--- config.mk ---
export PLATFORM = sky130hd
export DESIGN_NAME = snd_cmd_tx
export DESIGN_NICKNAME = d
export VERILOG_FILES = /design/src/rtl/snd_pkg.sv /design/src/rtl/snd_cmd_fifo.sv /design/src/rtl/snd_cmd_tx.sv
export SDC_FILE = /design/constraint.sdc
export NUM_CORES = 1
export LEC_CHECK = 0
export CAP_MARGIN = 20
export CORE_ASPECT_RATIO = 1.4
export CORE_UTILIZATION = 23
export DETAILED_ROUTE_END_ITERATION = 8
export GPL_TIMING_DRIVEN = 0
export PLACE_DENSITY = 0.48
export SYNTH_ARGS = -nofsm -noshare
export SYNTH_HDL_FRONTEND = slang
export SYNTH_SLANG_ARGS = --single-unit
--- constraint.sdc ---
create_clock -name clk -period 2.89 [get_ports clk]
set_input_delay 0.867 -clock clk [delete_from_list [all_inputs] [get_ports clk]]
set_output_delay 0.867 -clock clk [all_outputs]
set_load 0.01 [all_outputs]
--- src/rtl/snd_pkg.sv ---
`default_nettype none
// ============================================================================
// Module  : snd_pkg
// Brief   : Shared types and constants for the sound command path
//           (transmitter FSM states, status byte bit positions, helpers).
// Revision: 1.0 - initial release
// ============================================================================
package snd_pkg;

    // Transmitter FSM states
    typedef enum logic [2:0] {
        IDLE     = 3'd0,
        SETUP    = 3'd1,
        STROBE   = 3'd2,
        WAIT_SET = 3'd3,
        WAIT_CLR = 3'd4
    } snd_tx_st_t;

    // Status byte bit positions, shared with the sound-side status decode
    localparam int STAT_OVF     = 7;
    localparam int STAT_LOST    = 6;
    localparam int STAT_MS      = 5;
    localparam int STAT_BUSY    = 4;
    localparam int STAT_CNT_MSB = 2;
    localparam int STAT_CNT_LSB = 0;

    // Saturate a queue occupancy to the 3-bit status count field
    function automatic logic [2:0] sat3(input logic [31:0] n);
        return (n > 32'd7) ? 3'd7 : n[2:0];
    endfunction

endpackage : snd_pkg
`default_nettype wire

--- src/rtl/snd_cmd_fifo.sv ---
`default_nettype none
// ============================================================================
// Module  : snd_cmd_fifo
// Brief   : Small synchronous register FIFO with push/pop/full/empty/count.
//           Pushes when full and pops when empty are ignored.
// Revision: 1.0 - initial release
// ============================================================================
module snd_cmd_fifo #(
    parameter int DEPTH_LOG2 = 2,
    parameter int WIDTH      = 8
) (
    input  logic                  clk,
    input  logic                  rst,
    input  logic                  i_push,
    input  logic [WIDTH-1:0]      i_din,
    input  logic                  i_pop,
    output logic [WIDTH-1:0]      o_dout,
    output logic                  o_full,
    output logic                  o_empty,
    output logic [DEPTH_LOG2:0]   o_count
);

    localparam int DEPTH = 1 << DEPTH_LOG2;
    localparam int CW    = DEPTH_LOG2 + 1;

    logic [WIDTH-1:0]      r_mem [DEPTH];
    logic [DEPTH_LOG2-1:0] r_wr_ptr;
    logic [DEPTH_LOG2-1:0] r_rd_ptr;
    logic [CW-1:0]         r_count;
    logic                  w_push;
    logic                  w_pop;

    assign o_full  = (r_count == CW'(DEPTH));
    assign o_empty = (r_count == '0);
    assign o_count = r_count;
    assign o_dout  = r_mem[r_rd_ptr];
    assign w_push  = i_push & ~o_full;
    assign w_pop   = i_pop & ~o_empty;

    // Storage array; contents need no reset since count gates visibility
    always_ff @(posedge clk) begin
        if (w_push) begin
            r_mem[r_wr_ptr] <= i_din;
        end
    end

    // Pointers wrap modulo depth; simultaneous push and pop leaves count unchanged
    always_ff @(posedge clk) begin
        if (rst) begin
            r_wr_ptr <= '0;
            r_rd_ptr <= '0;
            r_count  <= '0;
        end else begin
            if (w_push) begin
                r_wr_ptr <= r_wr_ptr + 1'b1;
            end
            if (w_pop) begin
                r_rd_ptr <= r_rd_ptr + 1'b1;
            end
            r_count <= r_count + CW'(w_push) - CW'(w_pop);
        end
    end

endmodule : snd_cmd_fifo
`default_nettype wire

--- src/rtl/snd_cmd_tx.sv ---
`default_nettype none
// ============================================================================
// Module  : snd_cmd_tx
// Brief   : Main-CPU-side sound command transmitter. Queues command bytes and
//           hands them one at a time to the sound board latch, pacing on the
//           board's ms (busy) flag.
// Revision: 1.0 - initial release
// ============================================================================
module snd_cmd_tx
    import snd_pkg::*;
#(
    parameter int DEPTH_LOG2  = 2,
    parameter int SETUP_CYC   = 4,
    parameter int TIMEOUT_CYC = 65535
) (
    input  logic       clk,
    input  logic       rst,
    input  logic       i_cpu_wr,
    input  logic [7:0] i_cpu_din,
    input  logic       i_cpu_rd_st,
    output logic [7:0] o_status_dout,
    input  logic       i_ms,
    input  logic       i_pause,
    output logic [7:0] o_data_out,
    output logic       o_mcode
);

    localparam int CW = DEPTH_LOG2 + 1;

    snd_tx_st_t  r_state;
    snd_tx_st_t  w_state_nxt;
    logic [15:0] r_cnt;
    logic [15:0] w_cnt_nxt;
    logic [7:0]  r_data;
    logic        r_ovf;
    logic        r_lost;
    logic        r_ms_s1;
    logic        r_ms_sync;
    logic        w_pop;
    logic        w_lost_set;
    logic        w_ovf_set;
    logic        w_strobe;
    logic        w_full;
    logic        w_empty;
    logic [CW-1:0] w_count;
    logic [7:0]  w_fifo_dout;

    snd_cmd_fifo #(
        .DEPTH_LOG2 (DEPTH_LOG2),
        .WIDTH      (8)
    ) u_fifo (
        .clk     (clk),
        .rst     (rst),
        .i_push  (i_cpu_wr),
        .i_din   (i_cpu_din),
        .i_pop   (w_pop),
        .o_dout  (w_fifo_dout),
        .o_full  (w_full),
        .o_empty (w_empty),
        .o_count (w_count)
    );

    assign w_ovf_set = i_cpu_wr & w_full;

    // Two-flop synchroniser for the asynchronous sound-board busy flag
    always_ff @(posedge clk) begin
        if (rst) begin
            r_ms_s1   <= 1'b0;
            r_ms_sync <= 1'b0;
        end else begin
            r_ms_s1   <= i_ms;
            r_ms_sync <= r_ms_s1;
        end
    end

    // State, shared setup/timeout counter and output latch registers
    always_ff @(posedge clk) begin
        if (rst) begin
            r_state <= IDLE;
            r_cnt   <= '0;
            r_data  <= 8'h00;
        end else begin
            r_state <= w_state_nxt;
            r_cnt   <= w_cnt_nxt;
            if (w_pop) begin
                r_data <= w_fifo_dout;
            end
        end
    end

    // Next-state logic; pause freezes everything, deferring a pending strobe
    always_comb begin
        w_state_nxt = r_state;
        w_cnt_nxt   = r_cnt;
        w_pop       = 1'b0;
        w_lost_set  = 1'b0;
        w_strobe    = 1'b0;
        if (!i_pause) begin
            case (r_state)
                IDLE: begin
                    if (!w_empty && !r_ms_sync) begin
                        w_pop       = 1'b1;
                        w_cnt_nxt   = 16'(SETUP_CYC);
                        w_state_nxt = SETUP;
                    end
                end
                SETUP: begin
                    if (r_cnt == '0) begin
                        w_state_nxt = STROBE;
                    end else begin
                        w_cnt_nxt = r_cnt - 16'd1;
                    end
                end
                STROBE: begin
                    w_strobe    = 1'b1;
                    w_cnt_nxt   = 16'(TIMEOUT_CYC);
                    w_state_nxt = WAIT_SET;
                end
                WAIT_SET: begin
                    if (r_ms_sync) begin
                        w_state_nxt = WAIT_CLR;
                    end else if (r_cnt == '0) begin
                        w_lost_set  = 1'b1;
                        w_state_nxt = IDLE;
                    end else begin
                        w_cnt_nxt = r_cnt - 16'd1;
                    end
                end
                WAIT_CLR: begin
                    // The sound CPU may take arbitrarily long to ack
                    if (!r_ms_sync) begin
                        w_state_nxt = IDLE;
                    end
                end
                default: begin
                    w_state_nxt = IDLE;
                end
            endcase
        end
    end

    // Sticky error flags: a status read clears them, a same-cycle new event wins
    always_ff @(posedge clk) begin
        if (rst) begin
            r_ovf  <= 1'b0;
            r_lost <= 1'b0;
        end else begin
            r_ovf  <= w_ovf_set  | (r_ovf  & ~i_cpu_rd_st);
            r_lost <= w_lost_set | (r_lost & ~i_cpu_rd_st);
        end
    end

    // Status byte assembled combinationally so a read sees it the same cycle
    always_comb begin
        o_status_dout                             = 8'h00;
        o_status_dout[STAT_OVF]                   = r_ovf;
        o_status_dout[STAT_LOST]                  = r_lost;
        o_status_dout[STAT_MS]                    = r_ms_sync;
        o_status_dout[STAT_BUSY]                  = (r_state != IDLE);
        o_status_dout[STAT_CNT_MSB:STAT_CNT_LSB]  = sat3(32'(w_count));
    end

    // Reset suppresses the strobe at once so no partial pulse leaves the block
    assign o_mcode    = w_strobe & ~rst;
    assign o_data_out = r_data;

endmodule : snd_cmd_tx
`default_nettype wire

==> results.md, run 1 <==
* Status: finished clean
* Metal3 WL at 360 um
* CP Cell Sequence: clkbuf_1 -> clkbuf_2 -> nor4_2 -> clkdlybuf4s15_2
* IR drop worst, VDD at 0.000530 V
* Vias in the first global route at 2,281
* Cell taking the most area after synthesis: edfxtp_1
* Max Cap Violations at 0
* Max transition margin at 46.4%
* R2r setup slk at 0.22 ns
* Core ar. at 13,300 um2
* Met1 wire length at 2840 um
* Final core utilization at 30.0%
* Final WL at 7280 um
* Crit-path slowest cell: clkbuf_2
* CTS Buf Count at 9
* Total power per unit cell area at 1060 nW/um2
* DR vias at 2,291
* # DRC at 0
* Yosys cell types at between 40 and 50
* Worst r2r src: r_cnt[0]
* EDFF count, synth at 32
* Cts hold-fix bufs at 0
* Setup ws final at 0.127 ns
* Setup TNS at 0 ns
* Nets at 347
* FF-to-FF path depth at 8
* Top-area cell type share of the netlist area at just over 30%
* Total track usage at around 11%
* Final antenna-violating net count at 0
* Top cells by area, synth: edfxtp_1 (31%), dfxtp_1 (24%), mux4_2 (5.7%)
* Worst skew pair latency at 0.33 ns
* Critical path fanouts, max at 10
* Worst Max-Slew Pin Slew at 0.796 ns
* Diodes inserted at 0
* Syn nets at between 300 and 400
* Iter 0 DRT Violations at between 100 and 150
* Largest net degree at the start of global routing at 15
* Hold wc startpoint: r_ms_s1
* Syn avg cell area at approximately 11 um2
* Share of layout cells above drive strength 1 at a little over an eighth
* Tmin final at between 2 and 3 ns
* DP Cell Count at 496
* Worst path max stage delay at 0.28 ns
* CP required at 2.02 ns
* H-tree depth at 3
* Synth Register Bits at 70
* Die H at 140 um
* Routability cong. at approximately 0.76
* TritonCTS clock tree: built
* Initial Util at 23.6%
* Final cell count without fillers at 512
* Area delta synth->final at 27.2%
* Hold depth at 1
* Dpl hpwl at 5250 um
* Setup violators final at 0
* Worst reg2reg path endpoint: r_cnt[7]
* Final hold viol count at 0
* CP arrival at between 1.5 and 2 ns
* Die width at 101 um
* Initial antenna violation count at 0
* Post-synthesis sequential area ratio at 54.8%
* Final period util at 95.6%
* CP endpoint kind: output pin
* Synth Instances at 286
* Worst-case clock buffer depth at 2
* Synth async-reset ratio at 0%
* Hold Crit Endpoint: r_ms_sync
* Global-route wire length before repair at 12,000 um
* Synth Warn # at 0
* PortBufs at 28
* RSZ-0062 raised after global routing: false
* Dominant synthesized flop cell: dfxtp_1
* Drt wl/cell at 14.2 um
* Vias per cell at 4.47
* Highest routed layer: met4
* Area of the mapped netlist at 3140 um2
* Max Slew Vio Count at 0
* Iteration count of the initial detailed-routing pass at 4
* I/O Pins at 31
* Leakage at 0.00144 uW
* Setup CP Type: input pin to output pin
* Pre-CTS WS at -0.452 ns
* CTS Sinks at 70
* Worst-path clk slew at 0.06 ns
* Tot Pwr at about 4200 uW
* Crit start category: input pin
* DR WL met2 at between 3000 and 4000 um
* Root Buffer: clkbuf_16
* HP Class: flop to flop
* Die Footprint at about 14,000 um2
* Fmax at 362 MHz
* Worst Skew at a little under 0.01 ns
* Num rows at 50
* Grt total ovfl at 0
final cells by class:
class | count | area [um2]
Fill cell | 1383 | 9330
Sequential cell | 70 | 1720
Multi-Input combinational cell | 183 | 1290
Timing Repair Buffer | 28 | 280
Tap cell | 182 | 228
Clock buffer | 9 | 225
Clock inverter | 7 | 104
Buffer | 16 | 83.8
Inverter | 17 | 63.8
power by group:
group,leakage (uW),switching (uW),total (uW),internal (uW)
Sequential,0.000604,175,1420,1250
Combinational,0.000677,897,1600,700
Clock,0.000155,439,1210,767
Total,0.00144,1510,4230,2720
cell usage in the layout (no fill, tap or decap), drive strengths merged, types with 3 or more instances in the layout:
cell type	instances
nor2	32
buf	8
nand2	11
nor2b	5
inv	20
nor4	9
o22a	4
or3	3
a21oi	23
xnor2	4
dfxtp	38
o21ai	10
o221a	3
and2	5
or4	9
mux2i	9
nor3	14
edfxtp	32
ha	7
clkdlybuf4s50	26
o21a	5
clkbuf	17
mux4	8
metrics by stage:
stage | cell area [um2] | hold WS [ns]
after floorplan | 3140 | 0.414
after global placement | 3650 | 0.422
after detailed placement | 3650 | 0.436
after CTS | 3990 | 0.448
after global routing | 4000 | 0.463
final | 4000 | 0.439
cell usage after synthesis (2+ instances only):
master	n
clkbuf_1	8
inv_1	17
and3_1	2
o21a_1	5
a31oi_1	2
or4_1	8
buf_2	3
buf_4	4
o22a_1	4
and2_1	5
mux4_2	8
nor2b_1	5
or3_1	3
o31ai_1	2
a21oi_1	23
ha_1	7
a21boi_1	2
o21ai_0	10
nand2_1	11
mux2i_1	9
nor4_1	9
nor2_1	32
nor3_1	14
o221a_2	3
xnor2_1	4
edfxtp_1	32
dfxtp_1	38
worst max-delay path: cells and delay by family:
family,cells,cell delay [ns]
AND/OR/NAND/NOR,1,0.26
buffers and inverters,3,0.77
cell families after synthesis:
group,after synthesis,share of synthesized area [%]
buffers and inverters,33,4.54
XOR/XNOR,5,1.39
multiplexers,17,8.60
flip-flops,70,54.8
adder cells (fa/ha/maj),8,3.42
AND/OR/NAND/NOR,97,16.1
AO/OA/AOI/OAI,55,11.1
other,1,0.119
flip-flops by register name (all words and copies together), names as in the netlist:
signal	count
r_lost	1
u_fifo.r_wr_ptr	2
u_fifo.r_mem	32
r_state	3
u_fifo.o_count	3
o_data_out	8
r_cnt	16
r_ovf	1
u_fifo.r_rd_ptr	2
r_ms_sync	1
r_ms_s1	1
worst max path at each step:
| stage | endpoint | slack [ns] | startpoint | cells after the start |
|---|---|---|---|---|
| detailed placement | u_fifo.o_count[1] | -0.45 | i_pause | 8 |
| CTS | o_mcode | 0.06 | rst | 4 |
| floorplan | u_fifo.o_count[1] | 0.34 | i_pause | 7 |
| global placement | u_fifo.o_count[1] | -0.42 | i_pause | 8 |
| finish | o_mcode | 0.13 | rst | 4 |
| global route | o_mcode | 0.02 | rst | 4 |
metal layers:
layer  track usage [%]  vias up
met5                 0        -
met2              20.8       48
met3              3.09        7
met1              11.5     1108
li1                  -     1128
met4              5.19        0
what timing repair did:
item                       in CTS  in global routing
setup endpoints to repair       3                  3
buffers inserted                0                  0
resized for setup               8                  3
pin swaps                       0                  0
Note: power is estimated with default switching activity, not from simulation.
==> run 2, diff against run 1 <==
--- a/config.mk
+++ b/config.mk
@@ -11,6 +11,8 @@
 export DETAILED_ROUTE_END_ITERATION = 8
 export GPL_TIMING_DRIVEN = 0
 export PLACE_DENSITY = 0.48
+export RECOVER_POWER = 100
+export SKIP_CTS_REPAIR_TIMING = 1
 export SYNTH_ARGS = -nofsm -noshare
 export SYNTH_HDL_FRONTEND = slang
 export SYNTH_SLANG_ARGS = --single-unit
==> results.md, run 2 (same netlist as run 1, synthesis figures left out) <==
* Crit-path slowest cell: nor4_1
* IR drop worst, VDD at 0.000524 V (-1.2%)
* Worst path bufs/invs at 3 (unchanged)
* Register with the most flip-flops: u_fifo.r_mem
* Max Slew Vio Count at 0 (unchanged)
* Crit-path most repeated cell: clkbuf_2
* Final antenna-violating net count at 0 (unchanged)
* HP Class: flop to flop
* Leakage at 0.00147 uW (+2.4%)
* Share of layout cells above drive strength 1 at 12.4% (-0.61 points)
* Worst skew pair latency at 0.33 ns (about the same)
* Iter 0 DRT Violations at 129 (+3.2%)
* RSZ-0062 raised after global routing: false
* Power share of the sequential group at 34.0% (+0.3 points)
* CP top delay family: buffers and inverters
* Diodes inserted at 0 (unchanged)
* Global-route wire length before repair at 12,000 um (-0.12%)
* Setup TNS at 0 ns (unchanged)
* Total power per unit cell area at 1050 nW/um2 (-0.68%)
* DP Cell Count at 496 (unchanged)
* TritonCTS clock tree: built
* Vias in the first global route at 2,276 (-0.22%)
* Root Buffer: clkbuf_16
* Multi-input gate area at 1280 um2 (-0.77%)
* PortBufs at 28 (unchanged)
* Fmax at 369 MHz (+2.1%)
* Status: finished clean
* Core ar. at 13,300 um2 (unchanged)
* Switching Power at 1500 uW (-0.81%)
* Grt total ovfl at 0 (unchanged)
* CP required at 2.02 ns (about the same)
* Die H at 140 um (unchanged)
* Total track usage at 11.3% (unchanged)
* Die Footprint at 14,100 um2 (unchanged)
* Met2 Track Usage GR at 20.8% (unchanged)
* Cell-internal power at 2680 uW (-1.4%)
* Final WL at 7240 um (-0.52%)
* H-tree depth at 3 (unchanged)
* Met3 usage at 3.09% (unchanged)
* Comb power frac at 37.1% (-0.7 points)
* Setup CP Type: input pin to output pin
* Filler Cell Count at 1,393 (+0.72%)
* CP Cell Sequence: clkbuf_1 -> clkbuf_2 -> nor4_1 -> clkbuf_2
* DR vias at 2,284 (-0.31%)
* Switching Share at 35.9% (+0.14 points)
* Max transition margin at 46.0% (-0.43 points)
* Final hold viol count at 0 (unchanged)
* Final cell count without fillers at 512 (unchanged)
* Largest net degree at the start of global routing at 15 (unchanged)
* Tmin final at 2.71 ns (-0.0556 ns)
* I/O Pins at 31 (unchanged)
* Initial Util at 23.6% (unchanged)
* Setup violators final at 0 (unchanged)
* Sequential cell area at 1720 um2 (unchanged)
* Routability cong. at 0.763 (unchanged)
* Critical path fanouts, max at 10 (unchanged)
* Num rows at 50 (unchanged)
* Max Cap Violations at 0 (unchanged)
* Vias per cell at 4.46 (-0.31%)
* CP arrival at 1.84 ns (-0.06 ns)
* Most common cell after layout, fill and taps aside: dfxtp_1
* CTS Sinks at 70 (unchanged)
* Drt wl/cell at 14.1 um (-0.52%)
* Final core utilization at 29.8% (-0.16 points)
* Iteration count of the initial detailed-routing pass at 4 (unchanged)
* Worst-case clock buffer depth at 2 (unchanged)
* Most frequent cells in the layout: dfxtp_1 (38), nor2_1 (32), edfxtp_1 (32), a21oi_1 (23), dlygate4sd3_1 (23)
* Clock power frac at 28.9% (+0.4 points)
* Worst Max-Slew Pin Slew at 0.810 ns (+0.0148 ns)
* Dpl hpwl at 5250 um (unchanged)
* Number of flip-flops in the largest register at 32 (unchanged)
* Worst path max stage delay at 0.29 ns (about the same)
* Area delta synth->final at 26.5%
* Nets at 347 (unchanged)
* Final period util at 93.7% (-1.9 points)
* Worst Skew at 0.00901 ns (-0.000707 ns)
* CP endpoint kind: output pin
* Met1 Usage GRT at 11.5% (unchanged)
* Crit start category: input pin
* CTS Buf Count at 9 (unchanged)
* # DRC at 0 (unchanged)
* Worst-path clk slew at 0.06 ns (about the same)
* Initial antenna violation count at 0 (unchanged)
* Global route hottest layer: met2
* Die width at 101 um (unchanged)
run 2: power by group through the flow:
stage               Sequential, uW  Clock (uW)  Combinational [uW]
floorplan                     1410           0                1150
global placement              1440           0                1580
detailed placement            1440           0                1600
CTS                           1420        1240                1610
global route                  1460        1290                1760
finish                        1420        1210                1550
run 2: layout make-up:
cell class                 instances  share of cell area [%]
buffer                            16                    2.11
clock buffer                       9                    5.66
tap                              182                    5.73
timing repair buffer              28                    6.76
multi-input combinational        183                    32.2
clock inverter                     7                    2.61
sequential                        70                    43.3
inverter                          17                    1.60
run 2: final timing paths:
| check | start | cells after the start | endpoint | slack [ns] |
|---|---|---|---|---|
| worst max-delay path | rst | 4 | o_mcode | 0.18 |
| worst min-delay path | r_ms_s1 | 1 | r_ms_sync | 0.44 |
| worst max register to register | r_cnt[0] | 7 | r_cnt[15] | 0.24 |
| worst min register to register | r_ms_s1 | 1 | r_ms_sync | 0.44 |
run 2: through the flow:
stage               worst slack [ns]  total power [uW]  instance area (um2)  hold WS [ns]
floorplan                      0.336              2560                 3140         0.414
global placement              -0.417              3020                 3650         0.422
detailed placement            -0.452              3040                 3650         0.436
CTS                           -0.435              4270                 3980         0.448
global route                  0.0474              4500                 3980         0.463
finish                         0.183              4180                 3980         0.439
run 2: metal layers:
layer  vias to the layer above  share of wire (%)
li1                       1126                  -
met1                      1108                 39
met2                        43                 54
met3                         7                4.5
met4                         0                1.7
met5                         -                  0
